**src/rtl/ama_riscv_pipe_ctrl_if.sv**
```systemverilog
// Pipeline control bus for ama_riscv_pipe_ctrl.
// master: the core side that presents hazard/flush/dmem status and consumes controls.
// slave:  the sequencing controller.
interface ama_riscv_pipe_ctrl_if #(
    parameter int unsigned CNT_W = 32
);
    // ID / EX hazard sources
    logic [4:0]       id_rs1_addr;
    logic [4:0]       id_rs2_addr;
    logic             id_rs1_used;
    logic             id_rs2_used;
    logic             ex_load;
    logic             ex_reg_we;
    logic [4:0]       ex_rd_addr;
    logic             ex_flush;
    // MEM stage dmem handshake
    logic             mem_req;
    logic             dmem_ready;
    // Pipeline register controls
    logic             pc_we;
    logic             stall_if;
    logic             stall_id;
    logic             stall_ex;
    logic             stall_mem;
    logic             clear_id;
    logic             clear_ex;
    logic             clear_mem;
    logic             mem_err;
    logic [CNT_W-1:0] perf_stall_cnt;
    logic [CNT_W-1:0] perf_flush_cnt;

    modport master (
        output id_rs1_addr, id_rs2_addr, id_rs1_used, id_rs2_used,
        output ex_load, ex_reg_we, ex_rd_addr, ex_flush,
        output mem_req, dmem_ready,
        input  pc_we, stall_if, stall_id, stall_ex, stall_mem,
        input  clear_id, clear_ex, clear_mem, mem_err,
        input  perf_stall_cnt, perf_flush_cnt
    );

    modport slave (
        input  id_rs1_addr, id_rs2_addr, id_rs1_used, id_rs2_used,
        input  ex_load, ex_reg_we, ex_rd_addr, ex_flush,
        input  mem_req, dmem_ready,
        output pc_we, stall_if, stall_id, stall_ex, stall_mem,
        output clear_id, clear_ex, clear_mem, mem_err,
        output perf_stall_cnt, perf_flush_cnt
    );
endinterface

```
**src/rtl/ama_riscv_pipe_ctrl.sv**
```systemverilog
// Pipeline sequencing controller for the AMA-RISCV 5-stage core.
// Drives stall/clear of the IF/ID/EX/MEM registers and the PC write enable:
// post-reset clear sequence, load-use bubbles, control-flow flushes and dmem
// wait freezes. Outputs are Mealy; priority in RUN is mem wait > flush > load-use.
// Optional perf counters: define AMA_RISCV_PIPE_CTRL_PERF_CNT_EN to build them,
// otherwise the counter ports read as zero.
module ama_riscv_pipe_ctrl #(
    parameter int unsigned MEM_TIMEOUT = 255,
    parameter int unsigned CNT_W       = 32
) (
    input logic                  clk,
    input logic                  rst,      // asynchronous, active-low
    ama_riscv_pipe_ctrl_if.slave ctrl_if
);

    typedef enum logic [1:0] {
        StRstSeq  = 2'd0,
        StRun     = 2'd1,
        StMemWait = 2'd2
    } state_e;

    localparam logic [16:0] TimeoutVal = 17'(MEM_TIMEOUT);

    state_e      state_q;
    logic [2:0]  rst_seq_q;
    logic [15:0] wait_cnt_q;
    logic [16:0] wait_cnt_inc;
    logic        mem_err_q;

    logic load_use;
    logic freeze;
    logic eval_run;

    logic pc_we;
    logic stall_if;
    logic stall_id;
    logic stall_ex;
    logic stall_mem;
    logic clear_id;
    logic clear_ex;
    logic clear_mem;

    // A load whose rd feeds the ID instruction; x0 never hazards.
    assign load_use = ctrl_if.ex_load && ctrl_if.ex_reg_we && (ctrl_if.ex_rd_addr != 5'd0) &&
                      ((ctrl_if.id_rs1_used && (ctrl_if.id_rs1_addr == ctrl_if.ex_rd_addr)) ||
                       (ctrl_if.id_rs2_used && (ctrl_if.id_rs2_addr == ctrl_if.ex_rd_addr)));

    // In MEM_WAIT the freeze holds on dmem_ready alone; mem_req is frozen with the pipe.
    assign freeze = ((state_q == StRun) && ctrl_if.mem_req && !ctrl_if.dmem_ready) ||
                    ((state_q == StMemWait) && !ctrl_if.dmem_ready);

    // Cycles where flush/hazard inputs are honoured (RUN, or the MEM_WAIT release cycle).
    assign eval_run = (state_q != StRstSeq) && !freeze;

    assign wait_cnt_inc = {1'b0, wait_cnt_q} + 17'd1;

    // Sequencing state: reset shifter, FSM, dmem wait counter and sticky timeout flag.
    always_ff @(posedge clk or negedge rst) begin
        if (!rst) begin
            state_q    <= StRstSeq;
            rst_seq_q  <= 3'b111;
            wait_cnt_q <= '0;
            mem_err_q  <= 1'b0;
        end else begin
            rst_seq_q <= {rst_seq_q[1:0], 1'b0};
            case (state_q)
                StRstSeq: begin
                    if (rst_seq_q[1:0] == 2'b00) begin
                        state_q <= StRun;
                    end
                end
                StRun: begin
                    if (freeze) begin
                        state_q    <= StMemWait;
                        wait_cnt_q <= '0;
                    end
                end
                StMemWait: begin
                    if (wait_cnt_q != 16'hffff) begin
                        wait_cnt_q <= wait_cnt_inc[15:0];
                    end
                    if (wait_cnt_inc >= TimeoutVal) begin
                        mem_err_q <= 1'b1;
                    end
                    if (ctrl_if.dmem_ready) begin
                        state_q <= StRun;
                    end
                end
                default: state_q <= StRstSeq;
            endcase
        end
    end

    // Mealy stall/clear decode, highest-priority condition first.
    always_comb begin
        pc_we     = 1'b1;
        stall_if  = 1'b0;
        stall_id  = 1'b0;
        stall_ex  = 1'b0;
        stall_mem = 1'b0;
        clear_id  = 1'b0;
        clear_ex  = 1'b0;
        clear_mem = 1'b0;
        if (state_q == StRstSeq) begin
            clear_id  = rst_seq_q[0];
            clear_ex  = rst_seq_q[1];
            clear_mem = rst_seq_q[2];
        end else if (freeze) begin
            pc_we     = 1'b0;
            stall_if  = 1'b1;
            stall_id  = 1'b1;
            stall_ex  = 1'b1;
            stall_mem = 1'b1;
        end else if (ctrl_if.ex_flush) begin
            // Squashes the ID instruction, so any load-use hazard is moot.
            clear_id = 1'b1;
            clear_ex = 1'b1;
        end else if (load_use) begin
            pc_we    = 1'b0;
            stall_if = 1'b1;
            stall_id = 1'b1;
            clear_ex = 1'b1;
        end
    end

    assign ctrl_if.pc_we     = pc_we;
    assign ctrl_if.stall_if  = stall_if;
    assign ctrl_if.stall_id  = stall_id;
    assign ctrl_if.stall_ex  = stall_ex;
    assign ctrl_if.stall_mem = stall_mem;
    assign ctrl_if.clear_id  = clear_id;
    assign ctrl_if.clear_ex  = clear_ex;
    assign ctrl_if.clear_mem = clear_mem;
    assign ctrl_if.mem_err   = mem_err_q;

`ifdef AMA_RISCV_PIPE_CTRL_PERF_CNT_EN
    logic [CNT_W-1:0] stall_cnt_q;
    logic [CNT_W-1:0] flush_cnt_q;
    logic             flush_accept;

    assign flush_accept = eval_run && ctrl_if.ex_flush;

    // Saturating perf counters; stall_if is never set during the reset sequence.
    always_ff @(posedge clk or negedge rst) begin
        if (!rst) begin
            stall_cnt_q <= '0;
            flush_cnt_q <= '0;
        end else begin
            if (stall_if && (stall_cnt_q != {CNT_W{1'b1}})) begin
                stall_cnt_q <= stall_cnt_q + CNT_W'(1);
            end
            if (flush_accept && (flush_cnt_q != {CNT_W{1'b1}})) begin
                flush_cnt_q <= flush_cnt_q + CNT_W'(1);
            end
        end
    end

    assign ctrl_if.perf_stall_cnt = stall_cnt_q;
    assign ctrl_if.perf_flush_cnt = flush_cnt_q;
`else
    assign ctrl_if.perf_stall_cnt = {CNT_W{1'b0}};
    assign ctrl_if.perf_flush_cnt = {CNT_W{1'b0}};
`endif

endmodule

```
**src/flat_wrapper.sv**
```systemverilog
// flat-port wrapper written by rule: the top's interface ports become plain ports
module ama_riscv_pipe_ctrl_flat 
#(
    parameter int unsigned MEM_TIMEOUT = 255,
    parameter int unsigned CNT_W       = 32
)
  (clk, rst, ctrl_if_id_rs1_addr, ctrl_if_id_rs2_addr, ctrl_if_id_rs1_used, ctrl_if_id_rs2_used, ctrl_if_ex_load, ctrl_if_ex_reg_we, ctrl_if_ex_rd_addr, ctrl_if_ex_flush, ctrl_if_mem_req, ctrl_if_dmem_ready, ctrl_if_pc_we, ctrl_if_stall_if, ctrl_if_stall_id, ctrl_if_stall_ex, ctrl_if_stall_mem, ctrl_if_clear_id, ctrl_if_clear_ex, ctrl_if_clear_mem, ctrl_if_mem_err, ctrl_if_perf_stall_cnt, ctrl_if_perf_flush_cnt);
  ama_riscv_pipe_ctrl_if #(.CNT_W(CNT_W)) ctrl_if_i ();
  input logic clk;
  input logic rst;
  input wire logic [$bits(ctrl_if_i.id_rs1_addr)-1:0] ctrl_if_id_rs1_addr;
  input wire logic [$bits(ctrl_if_i.id_rs2_addr)-1:0] ctrl_if_id_rs2_addr;
  input wire logic [$bits(ctrl_if_i.id_rs1_used)-1:0] ctrl_if_id_rs1_used;
  input wire logic [$bits(ctrl_if_i.id_rs2_used)-1:0] ctrl_if_id_rs2_used;
  input wire logic [$bits(ctrl_if_i.ex_load)-1:0] ctrl_if_ex_load;
  input wire logic [$bits(ctrl_if_i.ex_reg_we)-1:0] ctrl_if_ex_reg_we;
  input wire logic [$bits(ctrl_if_i.ex_rd_addr)-1:0] ctrl_if_ex_rd_addr;
  input wire logic [$bits(ctrl_if_i.ex_flush)-1:0] ctrl_if_ex_flush;
  input wire logic [$bits(ctrl_if_i.mem_req)-1:0] ctrl_if_mem_req;
  input wire logic [$bits(ctrl_if_i.dmem_ready)-1:0] ctrl_if_dmem_ready;
  output wire logic [$bits(ctrl_if_i.pc_we)-1:0] ctrl_if_pc_we;
  output wire logic [$bits(ctrl_if_i.stall_if)-1:0] ctrl_if_stall_if;
  output wire logic [$bits(ctrl_if_i.stall_id)-1:0] ctrl_if_stall_id;
  output wire logic [$bits(ctrl_if_i.stall_ex)-1:0] ctrl_if_stall_ex;
  output wire logic [$bits(ctrl_if_i.stall_mem)-1:0] ctrl_if_stall_mem;
  output wire logic [$bits(ctrl_if_i.clear_id)-1:0] ctrl_if_clear_id;
  output wire logic [$bits(ctrl_if_i.clear_ex)-1:0] ctrl_if_clear_ex;
  output wire logic [$bits(ctrl_if_i.clear_mem)-1:0] ctrl_if_clear_mem;
  output wire logic [$bits(ctrl_if_i.mem_err)-1:0] ctrl_if_mem_err;
  output wire logic [$bits(ctrl_if_i.perf_stall_cnt)-1:0] ctrl_if_perf_stall_cnt;
  output wire logic [$bits(ctrl_if_i.perf_flush_cnt)-1:0] ctrl_if_perf_flush_cnt;
  assign ctrl_if_i.id_rs1_addr = ctrl_if_id_rs1_addr;
  assign ctrl_if_i.id_rs2_addr = ctrl_if_id_rs2_addr;
  assign ctrl_if_i.id_rs1_used = ctrl_if_id_rs1_used;
  assign ctrl_if_i.id_rs2_used = ctrl_if_id_rs2_used;
  assign ctrl_if_i.ex_load = ctrl_if_ex_load;
  assign ctrl_if_i.ex_reg_we = ctrl_if_ex_reg_we;
  assign ctrl_if_i.ex_rd_addr = ctrl_if_ex_rd_addr;
  assign ctrl_if_i.ex_flush = ctrl_if_ex_flush;
  assign ctrl_if_i.mem_req = ctrl_if_mem_req;
  assign ctrl_if_i.dmem_ready = ctrl_if_dmem_ready;
  assign ctrl_if_pc_we = ctrl_if_i.pc_we;
  assign ctrl_if_stall_if = ctrl_if_i.stall_if;
  assign ctrl_if_stall_id = ctrl_if_i.stall_id;
  assign ctrl_if_stall_ex = ctrl_if_i.stall_ex;
  assign ctrl_if_stall_mem = ctrl_if_i.stall_mem;
  assign ctrl_if_clear_id = ctrl_if_i.clear_id;
  assign ctrl_if_clear_ex = ctrl_if_i.clear_ex;
  assign ctrl_if_clear_mem = ctrl_if_i.clear_mem;
  assign ctrl_if_mem_err = ctrl_if_i.mem_err;
  assign ctrl_if_perf_stall_cnt = ctrl_if_i.perf_stall_cnt;
  assign ctrl_if_perf_flush_cnt = ctrl_if_i.perf_flush_cnt;
  ama_riscv_pipe_ctrl #(.MEM_TIMEOUT(MEM_TIMEOUT), .CNT_W(CNT_W)) u_core (.clk(clk), .rst(rst), .ctrl_if(ctrl_if_i));
endmodule
```
**config.mk**
```make
export PLATFORM = sky130hd
export DESIGN_NAME = ama_riscv_pipe_ctrl_flat
export DESIGN_NICKNAME = d
export VERILOG_FILES = /design/src/rtl/ama_riscv_pipe_ctrl_if.sv /design/src/rtl/ama_riscv_pipe_ctrl.sv /design/src/flat_wrapper.sv
export SDC_FILE = /design/constraint.sdc
export NUM_CORES = 1
export LEC_CHECK = 0
export ABC_AREA = 1
export CORE_MARGIN = 2
export CORE_UTILIZATION = 40
export CTS_CLUSTER_SIZE = 28
export DETAILED_ROUTE_END_ITERATION = 10
export GPL_ROUTABILITY_DRIVEN = 0
export PLACE_DENSITY = 0.79
export SYNTH_ARGS = -nofsm -noshare
export SYNTH_HDL_FRONTEND = slang
export SYNTH_SLANG_ARGS = --single-unit
```
**constraint.sdc**
```tcl
create_clock -name clk -period 4.2 [get_ports clk]
set_input_delay 0.42 -clock clk [delete_from_list [all_inputs] [get_ports clk]]
set_output_delay 0.42 -clock clk [all_outputs]
set_load 0.02 [all_outputs]
```
==> results of run 1 <==
per-stage QoR:
| step | setup WS, ps | util | hold slack [ps] |
|---|---|---|---|
| 5_1_grt | 1030 | 0.462 | 374 |
| 2_1_floorplan | 2020 | - | 124 |
| 4_1_cts | 1210 | 0.462 | 368 |
| 6_report | 1230 | 0.462 | 367 |
| 3_3_place_gp | 1400 | 0.451 | 356 |
| 3_5_place_dp | 1360 | 0.451 | 357 |
report_power, final:
| group | switching (uW) | internal, uW |
|---|---|---|
| registers | 23.1 | 236 |
| logic | 195 | 108 |
| clock network | 73.3 | 83.9 |
| total | 291 | 427 |
cell usage after synthesis, types with 3 or more instances:
library cell / instances / area (um^2)
buf_4: 66 / 495
dfrtp_1: 19 / 475
dfstp_2: 3 / 78.8
inv_1: 34 / 128
nand2_1: 57 / 214
nand3_1: 19 / 95.1
nand4_1: 7 / 43.8
nor2_1: 37 / 139
o21ai_0: 12 / 60.1
o22ai_1: 9 / 56.3
xor2_1: 4 / 35.0
critical path, cell delays in order, from the launching register on:
cell and delay, ps:
dfrtp_1 430, nor2_1 430, inv_1 240, nor2_1 190, nor2_1 110, a21oi_1 230, clkdlybuf4s50_1 660
sequential cells by signal, indices dropped and copies added, names as in the netlist:
| register | flops |
|---|---|
| u_core.wait_cnt_q | 16 |
| u_core.rst_seq_q | 3 |
| u_core.state_q | 2 |
| u_core.ctrl_if.mem_err | 1 |
placed cells by master (no fill, tap or decap), drive strengths merged:
cell / count
o31ai: 1
o211ai: 1
nor2: 40
o22ai: 9
a22o: 2
a211oi: 1
nand2: 58
xor2: 4
ha: 2
nand3b: 1
a21oi: 2
clkdlybuf4s50: 32
nor3: 2
nand3: 20
nand4: 7
conb: 65
o21ai: 14
dfstp: 3
clkbuf: 4
inv: 36
dfrtp: 19
xnor2: 2
kinds of logic after synthesis:
family,Yosys count,synth area share
compound gates,30,0.0929
xor+xnor,6,0.0260
fa+ha+maj,2,0.0124
buf+inv,103,0.318
flops,22,0.274
other cells,1,0.00186
simple gates,128,0.274
area by class of cell:
type                    instances  area, um^2
clock buffers                   4        55.1
fillers                       500        2570
inverters                      36         135
multi-input cells             231        1060
flip-flops and latches         22         554
well taps                      67        83.8
repair buffers                 32         320
metal layers:
metal / vias up / global-route usage
li1: 866 / -
met1: 800 / 0.175
met2: 87 / 0.267
met3: 7 / 0.0268
met4: 0 / 0.0853
met5: - / 0
final timing paths:
kind	start	end	slack (ps)	cells after the start
max in group asynchronous	rst	u_core.wait_cnt_q[0]	2900	1
max reg2reg	u_core.wait_cnt_q[0]	u_core.wait_cnt_q[7]	2210	9
min reg2reg	u_core.rst_seq_q[0]	u_core.rst_seq_q[1]	370	0
max	u_core.state_q[0]	ctrl_if_stall_if	1230	6
min	u_core.rst_seq_q[0]	u_core.rst_seq_q[1]	370	0
min in group asynchronous	rst	u_core.wait_cnt_q[13]	680	1
==> flow_metrics.py, run 1 <==
metrics = {
    "final_layout": {
        "drive_gt1_frac": 0.0462,
        "area_growth_pct": 9.54,
        "final_nets": 352,
        "stdcell_count": 392,
        "stdcell_area_mm2": 0.00221,
        "num_antenna_cells": 0,
    },
    "cts": {
        "cts_buffer_depth": 2,
        "cts_resized": 0,
        "clock_latency_ps": 280,
        "numCtsBuffers": 3,
        "cts-root-buf": "clkbuf_8",
        "cts_sinks": 22,
        "cts_hold_buf": 0,
        "clk_pin_slew_ps": 70,
        "cts_setup_buffers": 0,
        "cts_tree": "built",
        "h-tree-depth": 1,
    },
    "detailed_routing": {
        "num_vias": 1760,
        "wl_mm": 4.10,
        "dr_wl_met2_mm": 2.05,
        "final_antenna_net_count": 0,
        "dr.pass1.iters": 4,
        "wire_per_inst_um": 10.5,
        "drt-initial-drc-count": 82,
        "wl_met1_mm": 1.64,
        "remaining_drc_errors": 0,
        "top_layer": "met4",
        "wl_met3_um": 336,
        "routed_via_density": 4.49,
    },
    "place": {
        "port_buffers": 32,
        "placed_area_mm2": 0.00216,
        "dp_cells": 388,
        "dpl.hpwl_mm": 3.36,
    },
    "grt": {
        "grt_max_degree": 23,
        "grt_pass1_wl_mm": 6.62,
        "grt-ovfl-total": 0,
        "antenna_found_initial": 0,
        "grt_pass1_vias": 1576,
        "grt_usage": 0.153,
    },
    "sta": {
        "tns_ps": 0,
        "fin_skew_ps": 12.3,
        "slew_violations": 0,
        "worst_pin_slew_ps": 989,
        "finalHoldViolCount": 0,
        "finalCritPeriodShare": 0.708,
        "rsz0062_at_grt": "no",
        "max_freq_mhz": 336,
        "setup_viol": 0,
        "max_slew_margin": 0.338,
        "fin_crit_ps": 2970,
    },
    "worst_setup_path": {
        "start_kind": "register",
        "cp.arrival_ps": 2550,
        "cp-end-kind": "output port",
        "criticalPathCategory": "register to output port",
        "path_max_fanout": 6,
        "worst_ep_required_time_ps": 3780,
    },
    "floorplanning": {
        "rows": 25,
        "die_area_mm2": 0.00563,
        "die_w_um": 75.1,
        "io_pins": 97,
        "initial_core_util": 0.422,
        "core-area_mm2": 0.00479,
        "die_h_um": 75.1,
    },
    "min_path": {
        "hp-class": "register to register",
    },
    "power": {
        "ir_drop_uv": 156,
        "p_per_area_mw_per_mm2": 325,
        "power_leakage_uw": 0.00106,
        "finalPower_uw": 718,
    },
    "synth": {
        "synthFlopType": "dfrtp_1",
        "synth-seq-area-share": 0.274,
        "ys_warn_count": 0,
        "ys_ff_latch": 22,
        "synth_edf_count": 0,
        "syn-mean-instance-area_um2": 6.92,
        "synth_cell_types": 29,
        "synth_cells": 292,
        "async_reset_ff_frac": 1.00,
        "syn_area_mm2": 0.00202,
    },
    "run": {
        "maxCapViolations": 0,
    },
    "status": {
        "status": "completed",
    },
}
(Power assumes the default switching activity.)
==> run 2, diff against run 1 <==
==> constraint.sdc (replaced) <==
create_clock -name clk -period 2.8 [get_ports clk]
set_input_delay 0.28 -clock clk [delete_from_list [all_inputs] [get_ports clk]]
set_output_delay 0.28 -clock clk [all_outputs]
set_load 0.02 [all_outputs]
==> flow_metrics.py, run 2 (same netlist as run 1, synthesis figures left out) <==
metrics = {
    "final_layout": {
        "final_nets": 356,
        "largest_reg_flops": 16,
        "final_cell_mix": "65 x conb_1, 57 x nand2_1, 37 x nor2_1",
        "fillers": 472,
        "area_growth_pct": 11.0,
        "top_register": "u_core.wait_cnt_q",
        "stdcell_area_mm2": 0.00224,
        "drive_gt1_frac": 0.0578,
        "final_common_cell": "conb_1",
        "num_antenna_cells": 0,
        "stdcell_count": 396,
        "reg.largest.list": "u_core.wait_cnt_q: 16 flops, u_core.rst_seq_q: 3 flops, u_core.state_q: 2 flops",
    },
    "worst_setup_path": {
        "crit_buf_inv": 3,
        "reg2reg_depth": 9,
        "critPathSlowestCell": "clkdlybuf4s50_1",
        "criticalPathCategory": "primary input to output port",
        "rr_startpoint": "u_core.wait_cnt_q[0]",
        "r2r-end": "u_core.wait_cnt_q[7]",
        "cp-end-kind": "output port",
        "path_max_fanout": 4,
        "start_kind": "primary input",
        "critPathTopFamily": "buffers and inverters",
        "rrSetupSlack_ps": 760,
        "path_cells": "clkdlybuf4s50_1, inv_1, o21ai_0, a211oi_1, nand3_1, nand2_1, nand3b_1, a21oi_1, clkdlybuf4s50_1",
        "worst_ep_required_time_ps": 2520,
        "cp_common_cell": "clkdlybuf4s50_1",
        "cpPeakStageDelay_ps": 650,
        "cp.arrival_ps": 2230,
    },
    "grt": {
        "grt-ovfl-total": 0,
        "antenna_found_initial": 0,
        "grt_pass1_wl_mm": 6.26,
        "grt_max_degree": 21,
        "grt_usage": 0.143,
        "grt_pass1_vias": 1510,
    },
    "floorplanning": {
        "rows": 25,
        "die_area_mm2": 0.00563,
        "core-area_mm2": 0.00479,
        "die_h_um": 75.1,
        "initial_core_util": 0.422,
        "io_pins": 97,
        "die_w_um": 75.1,
    },
    "status": {
        "status": "completed",
    },
    "sta": {
        "setup_ws_ps": 286,
        "slew_violations": 0,
        "max_slew_margin": 0.410,
        "fin_crit_ps": 2510,
        "rsz0062_at_grt": "no",
        "fin_skew_ps": 2.85,
        "hold_ws_ps": 368,
        "finalCritPeriodShare": 0.898,
        "setup_viol": 0,
        "tns_ps": 0,
        "worst_pin_slew_ps": 882,
        "max_freq_mhz": 398,
        "finalHoldViolCount": 0,
    },
    "detailed_routing": {
        "remaining_drc_errors": 0,
        "routed_via_density": 4.41,
        "wl_mm": 3.97,
        "num_vias": 1747,
        "drt-initial-drc-count": 78,
        "dr.pass1.iters": 4,
        "final_antenna_net_count": 0,
        "wire_per_inst_um": 10.0,
    },
    "cts": {
        "clock_latency_ps": 260,
        "cts_sinks": 22,
        "cts_resized": 0,
        "h-tree-depth": 1,
        "cts_setup_buffers": 0,
        "cts-root-buf": "clkbuf_8",
        "clk_pin_slew_ps": 70,
        "numCtsBuffers": 3,
        "cts_tree": "built",
        "cts_hold_buf": 0,
        "cts_buffer_depth": 2,
    },
    "min_path": {
        "min_path_cells": 0,
        "hp-class": "register to register",
        "hp-start": "u_core.rst_seq_q[0]",
        "hold_path_end": "u_core.rst_seq_q[1]",
    },
    "place": {
        "placed_area_mm2": 0.00219,
        "dp_cells": 392,
        "place_ws_ps": 263,
        "port_buffers": 32,
        "dpl.hpwl_mm": 3.29,
    },
    "power": {
        "p_per_area_mw_per_mm2": 484,
        "ir_drop_uv": 247,
        "power_leakage_uw": 0.00108,
    },
    "run": {
        "maxCapViolations": 0,
    },
}
==> run 2: routing by layer <==
| metal | global-route usage | part of all wire | up-vias |
|---|---|---|---|
| met5 | 0 | 0 | - |
| li1 | - | - | 873 |
| met1 | 0.171 | 0.43 | 785 |
| met3 | 0.0174 | 0.061 | 11 |
| met2 | 0.252 | 0.48 | 78 |
| met4 | 0.0714 | 0.026 | 0 |
==> run 2: power breakdown <==
part | total (uW) | internal, uW | switching [uW]
logic | 467 | 173 | 294
clock network | 228 | 125 | 103
registers | 390 | 354 | 36.2
==> run 2: worst max path at each step <==
stage / cells past startpoint / start / slack (ps) / endpoint
2_1_floorplan: 6 / u_core.state_q[0] / 760 / ctrl_if_stall_if
3_3_place_gp: 9 / ctrl_if_ex_rd_addr[1] / 350 / ctrl_if_stall_id
3_5_place_dp: 9 / ctrl_if_ex_rd_addr[1] / 260 / ctrl_if_stall_id
4_1_cts: 9 / ctrl_if_ex_rd_addr[1] / 260 / ctrl_if_stall_id
5_1_grt: 10 / u_core.state_q[1] / 130 / ctrl_if_clear_ex
6_report: 9 / ctrl_if_ex_rd_addr[3] / 290 / ctrl_if_stall_id
==> run 2: final cells by class <==
cell class                 instances  area (um^2)  area share
clock buffer                       4         55.1      0.0246
inverter                          36          135      0.0603
multi-input combinational        231         1060       0.474
sequential                        22          554       0.247
tap                               67         83.8      0.0374
timing repair buffer              36          350       0.156
==> run 2: stage by stage <==
step / util / power (uW)
finish: 0.468 / 1080
global route: 0.468 / 1160
CTS: 0.468 / 1090
detailed placement: 0.457 / 863
global placement: 0.457 / 854
floorplan: - / 765
==> run 3, diff against run 2 <==
--- a/config.mk
+++ b/config.mk
@@ -6,6 +6,7 @@
 export NUM_CORES = 1
 export LEC_CHECK = 0
 export ABC_AREA = 1
+export CAP_MARGIN = 10
 export CORE_MARGIN = 2
 export CORE_UTILIZATION = 40
 export CTS_CLUSTER_SIZE = 28
==> results of run 3 <==
No change in the layout: final DEF, timing and power equal those of run 2.
